**config.mk**
```make
export PLATFORM = sky130hd
export DESIGN_NAME = exec_stage
export DESIGN_NICKNAME = d
export VERILOG_FILES = /design/src/rtl/ez8_pkg.sv /design/src/rtl/ez8_alu.sv /design/src/rtl/exec_stage.sv
export SDC_FILE = /design/constraint.sdc
export NUM_CORES = 1
export LEC_CHECK = 0
export ABC_CLOCK_PERIOD_IN_PS = 4600
export CORE_UTILIZATION = 50
export DETAILED_ROUTE_END_ITERATION = 7
export GPL_ROUTABILITY_DRIVEN = 0
export PLACE_DENSITY = 0.81
export SYNTH_ARGS = -nofsm -noshare
export SYNTH_HDL_FRONTEND = slang
export SYNTH_SLANG_ARGS = --single-unit
```
**constraint.sdc**
```tcl
create_clock -name clk -period 4.6 [get_ports clk]
set_clock_uncertainty 0.1 [all_clocks]
set_input_delay 0.46 -clock clk [delete_from_list [all_inputs] [get_ports clk]]
set_output_delay 0.46 -clock clk [all_outputs]
set_load 0.01 [all_outputs]
```
**src/rtl/ez8_pkg.sv**
```systemverilog
// Shared definitions for the ez8 core: opcodes, destination select, flag positions
// and the execute-stage instruction register layout.
package ez8_pkg;

  localparam logic [3:0] OP_NOP   = 4'h0;
  localparam logic [3:0] OP_MOV   = 4'h1;
  localparam logic [3:0] OP_ADD   = 4'h2;
  localparam logic [3:0] OP_SUB   = 4'h3;
  localparam logic [3:0] OP_AND   = 4'h4;
  localparam logic [3:0] OP_OR    = 4'h5;
  localparam logic [3:0] OP_XOR   = 4'h6;
  localparam logic [3:0] OP_INC   = 4'h7;
  localparam logic [3:0] OP_DEC   = 4'h8;
  localparam logic [3:0] OP_MOVI  = 4'h9;
  localparam logic [3:0] OP_ADDI  = 4'hA;
  localparam logic [3:0] OP_STORE = 4'hB;
  localparam logic [3:0] OP_BTSS  = 4'hC;
  localparam logic [3:0] OP_BTSC  = 4'hD;
  localparam logic [3:0] OP_ADDC  = 4'hE;
  localparam logic [3:0] OP_RSVD  = 4'hF;

  localparam logic DEST_ACCUM = 1'b0;
  localparam logic DEST_MEM   = 1'b1;

  localparam int unsigned FLAG_Z = 0;
  localparam int unsigned FLAG_C = 1;

  typedef struct packed {
    logic [3:0] opcode;
    logic [7:0] addr;
    logic [7:0] imm;
    logic       dest;
  } e_reg_t;

  function automatic logic is_skip_op(input logic [3:0] op);
    return (op == OP_BTSS) || (op == OP_BTSC);
  endfunction

endpackage

```
**src/rtl/ez8_alu.sv**
```systemverilog
// Combinational ez8 ALU: computes the result, carry and bit-test skip condition
// from register-file data, accumulator, immediate and incoming carry.
module ez8_alu
  import ez8_pkg::*;
(
  input  logic [3:0] opcode,
  input  logic [7:0] rdata,
  input  logic [7:0] accum,
  input  logic [7:0] imm,
  input  logic       cin,
  output logic [7:0] res,
  output logic       c,
  output logic       skip_cond
);

  logic [8:0] sum;
  logic       bit_sel;

  assign bit_sel = rdata[imm[2:0]];

  always_comb begin
    sum       = 9'd0;
    res       = 8'h00;
    c         = 1'b0;
    skip_cond = 1'b0;
    case (opcode)
      OP_MOV: res = rdata;
      OP_ADD: begin
        sum = {1'b0, rdata} + {1'b0, accum};
        res = sum[7:0];
        c   = sum[8];
      end
      OP_SUB: begin
        res = rdata - accum;
        c   = (rdata >= accum);
      end
      OP_AND:   res = rdata & accum;
      OP_OR:    res = rdata | accum;
      OP_XOR:   res = rdata ^ accum;
      OP_INC:   res = rdata + 8'd1;
      OP_DEC:   res = rdata - 8'd1;
      OP_MOVI:  res = imm;
      OP_ADDI: begin
        sum = {1'b0, accum} + {1'b0, imm};
        res = sum[7:0];
        c   = sum[8];
      end
      OP_STORE: res = accum;
      OP_BTSS:  skip_cond = bit_sel;
      OP_BTSC:  skip_cond = ~bit_sel;
      OP_ADDC: begin
        sum = {1'b0, rdata} + {1'b0, accum} + {8'd0, cin};
        res = sum[7:0];
        c   = sum[8];
      end
      default: ;
    endcase
  end

endmodule

```
**src/rtl/exec_stage.sv**
```systemverilog
// ez8 execute/writeback stage: issues the register-file read in R, then executes
// in E and drives register-file, accumulator and flag writes to the memory controller.
module exec_stage
  import ez8_pkg::*;
#(
  parameter int unsigned RETIRE_W = 16
) (
  input  logic                clk,
  input  logic                reset,
  input  logic                in_valid,
  output logic                in_ready,
  input  logic [3:0]          in_opcode,
  input  logic [7:0]          in_addr,
  input  logic [7:0]          in_imm,
  input  logic                in_dest,
  output logic [7:0]          mem_readaddr,
  input  logic [7:0]          mem_readdata,
  input  logic [7:0]          accum,
  input  logic                cin,
  output logic [7:0]          mem_writeaddr,
  output logic [7:0]          mem_writedata,
  output logic                mem_write_en,
  output logic                accum_write,
  output logic                zout,
  output logic                z_write,
  output logic                cout,
  output logic                c_write,
  output logic                skip,
  output logic [RETIRE_W-1:0] retired
);

  e_reg_t              e_q;
  logic                e_valid_q;
  logic [RETIRE_W-1:0] retired_q;

  logic       e_active;
  logic [7:0] alu_res;
  logic       alu_c;
  logic       alu_skip_cond;
  logic       skip_taken;
  logic       wr_acc;
  logic       wr_mem;
  logic [1:0] flag_wr;

  assign in_ready     = ~reset;
  assign mem_readaddr = in_addr;

  // Reset discards whatever sits in E in the same cycle, so nothing leaks out.
  assign e_active = e_valid_q & ~reset;

  ez8_alu u_alu (
    .opcode    (e_q.opcode),
    .rdata     (mem_readdata),
    .accum     (accum),
    .imm       (e_q.imm),
    .cin       (cin),
    .res       (alu_res),
    .c         (alu_c),
    .skip_cond (alu_skip_cond)
  );

  assign skip_taken = e_active & is_skip_op(e_q.opcode) & alu_skip_cond;

  // A taken skip squashes the instruction captured at this edge; a squashed
  // skip never reaches e_valid, so it cannot squash its successor.
  always_ff @(posedge clk) begin
    if (reset) begin
      e_valid_q <= 1'b0;
      e_q       <= '0;
      retired_q <= '0;
    end else begin
      e_valid_q <= in_valid & ~skip_taken;
      if (in_valid) begin
        e_q.opcode <= in_opcode;
        e_q.addr   <= in_addr;
        e_q.imm    <= in_imm;
        e_q.dest   <= in_dest;
      end
      if (e_valid_q) begin
        retired_q <= retired_q + {{(RETIRE_W-1){1'b0}}, 1'b1};
      end
    end
  end

  always_comb begin
    wr_acc  = 1'b0;
    wr_mem  = 1'b0;
    flag_wr = 2'b00;
    case (e_q.opcode)
      OP_MOV, OP_AND, OP_OR, OP_XOR, OP_INC, OP_DEC: begin
        wr_mem          = (e_q.dest == DEST_MEM);
        wr_acc          = (e_q.dest == DEST_ACCUM);
        flag_wr[FLAG_Z] = 1'b1;
      end
      OP_ADD, OP_SUB, OP_ADDC: begin
        wr_mem          = (e_q.dest == DEST_MEM);
        wr_acc          = (e_q.dest == DEST_ACCUM);
        flag_wr[FLAG_Z] = 1'b1;
        flag_wr[FLAG_C] = 1'b1;
      end
      OP_MOVI: wr_acc = 1'b1;
      OP_ADDI: begin
        wr_acc          = 1'b1;
        flag_wr[FLAG_Z] = 1'b1;
        flag_wr[FLAG_C] = 1'b1;
      end
      OP_STORE: wr_mem = 1'b1;
      default: ;
    endcase
  end

  assign mem_write_en  = e_active & wr_mem;
  assign accum_write   = e_active & wr_acc;
  assign z_write       = e_active & flag_wr[FLAG_Z];
  assign c_write       = e_active & flag_wr[FLAG_C];
  assign skip          = skip_taken;
  assign mem_writeaddr = e_active ? e_q.addr : 8'h00;
  assign mem_writedata = e_active ? alu_res : 8'h00;
  assign zout          = e_active & (alu_res == 8'h00);
  assign cout          = e_active & alu_c;
  assign retired       = retired_q;

endmodule

```
Yosys cells after proc, flatten, opt, wreduce, memory -nomap -nowiden
Index checks and enable logic that the tools add are counted.
{"block": "totals", "ff_bits": 38, "latchBits": 0, "ramBits": 0, "mem_bits_ro": 0, "in_bits": 41, "output_inout_bits": 48, "elab_cells": 63, "n_memories": 0}
{"block": "classes", "addsub": 7, "n_mul": 0, "div": 0, "n_lt_le_gt_ge": 2, "n_eq_ne": 14, "shifts": 0, "mux": 11, "bitwise": 17, "n_reduce_logical": 6}
{"op": "case mux 8 bit (12 select lines)", "count": 1}
{"op": "== test 4 bit, second input constant", "count": 7}
{"op": "adder 8 x 8 -> 9 bit", "count": 2}
{"op": "adder 16 x 1 -> 16 bit, second input constant", "count": 1}
{"op": "== test 4 x 3 -> 1 bit, second input constant", "count": 4}
{"op": "two-way mux 8 bit", "count": 2}
{"op": "AND 1 bit", "count": 10}
{"op": "OR reduction 10 bit", "count": 1}
{"op": "adder 9 x 1 -> 9 bit", "count": 1}
{"op": "OR reduction 9 bit", "count": 1}
{"op": "adder 8 x 1 -> 8 bit, second input constant", "count": 1}
{"op": "AND 8 bit", "count": 1}
{"op": "== test 4 x 2 -> 1 bit, second input constant", "count": 2}
{"op": "greater-or-equal comparator 8 bit", "count": 1}
{"op": "zero test 8 bit", "count": 1}
{"op": "bitwise OR 8 bit", "count": 1}
{"op": "subtractor 8 x 1 -> 8 bit, second input constant", "count": 1}
{"op": "subtractor 8 bit", "count": 1}
{"op": "bitwise XOR 8 bit", "count": 1}
{"op": "case mux 1 bit (2 select lines)", "count": 3}
{"op": "== test 4 x 1 -> 1 bit, second input constant", "count": 1}
{"op": "less-than comparator 3 x 4 -> 1 bit, second input constant", "count": 1}
{"op": "NOT 1 bit", "count": 4}
{"op": "case mux 1 bit (4 select lines)", "count": 1}
{"op": "5 further kinds", "count": 7}

Longest topological paths before layout
{"block": "depth", "ltp_word": 7, "depth_mapped": 11, "mapped_depth_nobuf": 11}

Modules after synthesis
Synthesis repeated with hierarchy kept, for this count alone.
{"block": "unflattened", "hier_cells": 541, "hier_area_um2": 4280.4}
{"module": "ez8_alu", "n_inst": 1, "cells_per_inst": 334, "area_each_um2": 2437.3, "seq_area_each_um2": 0.0}
{"module": "exec_stage", "n_inst": 1, "cells_per_inst": 207, "area_each_um2": 1843.0, "seq_area_each_um2": 760.7}

Least setup slack after synthesis
Ideal clock, no wire load.
{"block": "synth_path", "path_kind": "flip-flop to output port", "start": "register e_q[17] (netlist name)", "end": "output port zout", "arrival_time_ns": 3.002, "required_ns": 4.040, "setup_slack_ns": 1.038, "path_stages_with_launch": 11, "path_buffers": 1, "path_cell_list": "dfxtp_1 -> buf_6 -> nor4b_4 -> ha_1 -> a211oi_1 -> o21bai_1 -> a21oi_1 -> xor2_1 -> nor2_1 -> or4_1 -> nor4_2"}
{"block": "synth_via", "elab_chain_cells": 4, "elab_cells_between_ends": 15, "cone_classes": "eq/ne (12); mux (1); bitwise (1); reduce/logical (1)"}
{"item": "== test 4 bit (tied with other cells)"}
{"item": "case mux 8 bit (12 select lines) *", "line": "ez8_alu.sv:26", "rtl": "case (opcode)"}
{"item": "zero test 8 bit *", "line": "exec_stage.sv:119", "rtl": "assign zout = e_active & (alu_res == 8'h00);"}
{"item": "AND 1 bit *", "line": "exec_stage.sv:119"}
{"item": "to (decl)", "line": "exec_stage.sv:24", "rtl": "output logic zout,"}
Mark *: on every way between the ends. The rest lies on a longest branch, timed or not.

Final worst setup path
{"block": "layout_path", "start": "input port mem_readdata[0]", "end": "output port mem_writedata[5]"}
{"block": "layout_via", "elab_chain_cells": 4, "elab_cells_between_ends": 7, "cone_classes": "add/sub (5); mux (2)"}
{"item": "from (decl)", "line": "exec_stage.sv:17", "rtl": "input logic [7:0] mem_readdata,"}
{"item": "adder 8 x 8 -> 9 bit", "line": "ez8_alu.sv:29, ez8_alu.sv:52"}
{"item": "adder 9 x 1 -> 9 bit", "line": "ez8_alu.sv:52", "rtl": "sum = {1'b0, rdata} + {1'b0, accum} + {8'd0, cin};"}
{"item": "case mux 8 bit (12 select lines) *", "line": "ez8_alu.sv:26"}
{"item": "two-way mux 8 bit *", "line": "exec_stage.sv:118", "rtl": "assign mem_writedata = e_active ? alu_res : 8'h00;"}
{"item": "to (decl)", "line": "exec_stage.sv:21", "rtl": "output logic [7:0] mem_writedata,"}
Marked as above.

==> results.sh <==
export IMPL_r2r_start="e_valid_q"
export IMPL_die_w_um=95.2
export IMPL_synth_warnings=0
export IMPL_numClockSinks=38
export IMPL_critPathMaxFanout=4
export IMPL_grt_max_degree=40
export IMPL_multi_input_area_um2=3340
export IMPL_regArea_um2=761
export IMPL_cts_tree="done"
export IMPL_synth_edf_count=0
export IMPL_cts_root_buf="clkbuf_8"
export IMPL_grt_pass1_vias=4444
export IMPL_fin_crit_sh_pct=94.0
export IMPL_dp_cells=750
export IMPL_clock_path_buffers=2
export IMPL_synth_area_top_cells="dfxtp_1, ha_1, mux2i_1, nor2_1, o21ai_0"
export IMPL_grt_ovfl_total=0
export IMPL_syn_to_final_growth_pct=27.7
export IMPL_cts_made_buffers=5
export IMPL_crit_top_cell="clkdlybuf4s50_1"
export IMPL_whs_ps=394
export IMPL_antenna_found_initial=0
export IMPL_r2r_end="e_valid_q"
export IMPL_hp_start="e_q[9]"
export IMPL_path_clk_slew_ps=70
export IMPL_slew_viol_final=0
export IMPL_min_path_cells=2
export IMPL_cp_required_ps=4040
export IMPL_cp_end_kind="output pin"
export IMPL_worstSkewPairLatency_ps=290
export IMPL_first_pass_iters=5
export IMPL_critical_path_arrival_ps=3760
export IMPL_yosys_cell_types_count=66
export IMPL_cp_buffers_inverters=2
export IMPL_synth_area_per_cell_um2=7.67
export IMPL_path_cells="clkdlybuf4s50_1 > ha_1 > fa_2 > xor2_4 > o2111ai_1 > nor4_2 > or3_1 > a21oi_1 > or4_1 > and2_1 > clkdlybuf4s50_1"
export IMPL_yosys_area_top_type_share_pct=17.5
export IMPL_nets=738
export IMPL_synth_ff_type="dfxtp_1"
export IMPL_min_period_ps=4320
export IMPL_via_count=4785
export IMPL_numPortBuffers=88
export IMPL_rows=33
export IMPL_hold_violations=0
export IMPL_worstMarginPinSlew_ps=958
export IMPL_io_pins=89
export IMPL_antenna_cells=0
export IMPL_slowest_stage="or4_1"
export IMPL_ant_nets=0
export IMPL_syn_num_nets=652
export IMPL_syn_cell_area_um2=4340
export IMPL_avgRoutedWirePerCell_um=18.0
export IMPL_cp_top_family="simple AND/OR/NAND/NOR gates"
export IMPL_crit_type="input port to output pin"
export IMPL_leakage_uw=0.00227
export IMPL_worstHoldEndpoint="e_q[9]"
export IMPL_drc_errors=0
export IMPL_ir_worst_vdd_v=0.000174
export IMPL_die_h_um=95.2
export IMPL_dieArea_um2=9060
export IMPL_relSlewSlack_pct=36.0
export IMPL_pwr_density_cell_nw_per_um2=198
export IMPL_hold_class="register to register"
export IMPL_async_flop_share_pct=0
export IMPL_synth_seq_area_share_pct=17.5
export IMPL_ff2ff_path_depth=5
export IMPL_cts_max_level=2
export IMPL_post_cts_buffers=0
export IMPL_syn_inst=566
export IMPL_ys_ff_latch=38
export IMPL_setup_viol=0
export IMPL_utilization_pct=66.8
export IMPL_status="complete, no violations"
export IMPL_start_util_pct=52.3
export IMPL_synth_top_area_cell="dfxtp_1"
export IMPL_r2r_slack_ps=2520
export IMPL_grt_pass1_wl_um=21200
export IMPL_cp_start_kind="input port"
export IMPL_avgViaCountPerCell=6.32
export IMPL_wirelength_um=13600
export IMPL_rsz0062_at_grt="false"
export IMPL_cap_violations=0
export IMPL_post_dp_hpwl_um=10600
export IMPL_fillers=680
export IMPL_slowest_delay_ps=550
export IMPL_track_usage_pct=29.9
export IMPL_drt_iter0_markers=471
export IMPL_core_um2=8300
export IMPL_drive_above_1_share_pct=9.05
export IMPL_stdcell_count=757
export IMPL_clock_fmax_mhz=231
==> Yosys cell counts, types with 6 or more instances <==
library cell / instances
and2_1: 19
or3_1: 9
ha_1: 41
a32oi_1: 6
clkbuf_1: 18
inv_1: 26
and3_1: 7
nor2_1: 77
buf_4: 8
o21ai_0: 34
nand4_1: 7
mux2i_1: 31
nand3_1: 11
xor2_1: 17
dfxtp_1: 38
nor2b_1: 8
nand2_1: 30
xnor2_1: 14
a21oi_1: 27
a211oi_1: 13
o211ai_1: 7
nor3_1: 15
==> worst min-delay path: stages (launching register included) <==
cell and delay (ps):
dfxtp_1 330, mux2i_1 60, nor2_1 70
==> timing repair <==
item / 4_1_cts / 5_1_grt
endpoints found under the hold margin: 0 / 0
pin swaps: 0 / 1
resized for setup: 1 / 12
hold buffers: 0 / 0
setup endpoints to repair: 1 / 2
==> cell type report <==
cell class / instances / share of cell area (%)
Clock buffer: 6 / 1.49
Clock inverter: 1 / 0.542
Inverter: 27 / 1.83
Multi-Input combinational cell: 463 / 60.2
Sequential cell: 38 / 13.7
Tap cell: 105 / 2.37
Timing Repair Buffer: 117 / 19.9
==> layer usage <==
layer | vias to the layer above | routed length [um] | global-route usage (%)
met5 | - | 0 | 0
met4 | 0 | 427 | 11.1
met3 | 50 | 1350 | 6.14
met2 | 296 | 6530 | 51.0
met1 | 2217 | 5320 | 36.8
li1 | 2222 | - | -
==> registers in the layout (all words and copies together) (netlist names) <==
signal / count
retired: 16
e_q: 21
e_valid_q: 1
==> cells in the final DEF (no fill, tap or decap), types with 4 or more instances in the layout <==
cell type / netlist / layout
xnor2_1: 14 / 14
o211ai_1: 7 / 7
and2_1: 19 / 19
a211oi_1: 13 / 10
nand2_1: 30 / 30
inv_1: 26 / 26
a211o_1: 4 / 4
nor2b_1: 8 / 8
buf_4: 8 / 29
a21oi_1: 27 / 27
and3_1: 7 / 7
nand4_1: 7 / 7
or3_1: 9 / 9
o2111ai_1: 4 / 4
xor2_1: 17 / 16
nor2_1: 77 / 77
a21o_1: 4 / 4
or2_2: 4 / 4
mux2_2: 4 / 4
clkdlybuf4s50_1: 0 / 87
nand3_1: 11 / 11
dfxtp_1: 38 / 38
o22ai_1: 4 / 4
nor3b_1: 5 / 5
mux2i_1: 31 / 31
clkbuf_8: 0 / 6
o21ai_0: 34 / 33
nor3_1: 15 / 15
a221oi_1: 5 / 5
o21bai_1: 4 / 4
a22o_1: 4 / 4
a32oi_1: 6 / 6
ha_1: 41 / 39
==> worst max path at each step <==
stage                                from               end  slack, ps  cells after the start
final                     mem_readdata[0]  mem_writedata[5]        280                     11
after global routing      mem_readdata[0]  mem_writedata[5]        120                     11
after CTS                 mem_readdata[0]              zout         40                     11
after detailed placement  mem_readdata[0]              zout         -4                     11
after global placement    mem_readdata[0]              zout         70                     11
after floorplan                   e_q[17]              zout       1040                     10
==> where the power goes <==
group          internal, uW  switching, uW  leakage, uW
clock network           173            114    0.0000573
logic                   209            249      0.00190
registers               341           12.9     0.000311
==> stage by stage <==
step | setup TNS, ps | setup WS (ps) | area, um^2 | total power, uW
2_1_floorplan | 0 | 1040 | 4340 | 643
3_3_place_gp | 0 | 72.0 | 5380 | 784
3_5_place_dp | -4.28 | -4.28 | 5380 | 797
4_1_cts | 0 | 44.9 | 5500 | 1080
5_1_grt | 0 | 117 | 5550 | 1150
6_report | 0 | 275 | 5550 | 1100
==> cell families (layout without fill, tap and decap cells) <==
kind of cell / count (synthesis) / count (layout) / synth area share [%]
buffers and inverters: 65 / 151 / 6.80
XOR/XNOR: 31 / 31 / 6.25
multiplexers: 37 / 37 / 9.22
flip-flops: 38 / 38 / 17.5
AO/OA/AOI/OAI: 138 / 138 / 21.5
adder cells (fa/ha/maj): 45 / 45 / 13.7
AND/OR/NAND/NOR: 212 / 212 / 25.1
No activity file was read; power rests on OpenSTA's default activity.
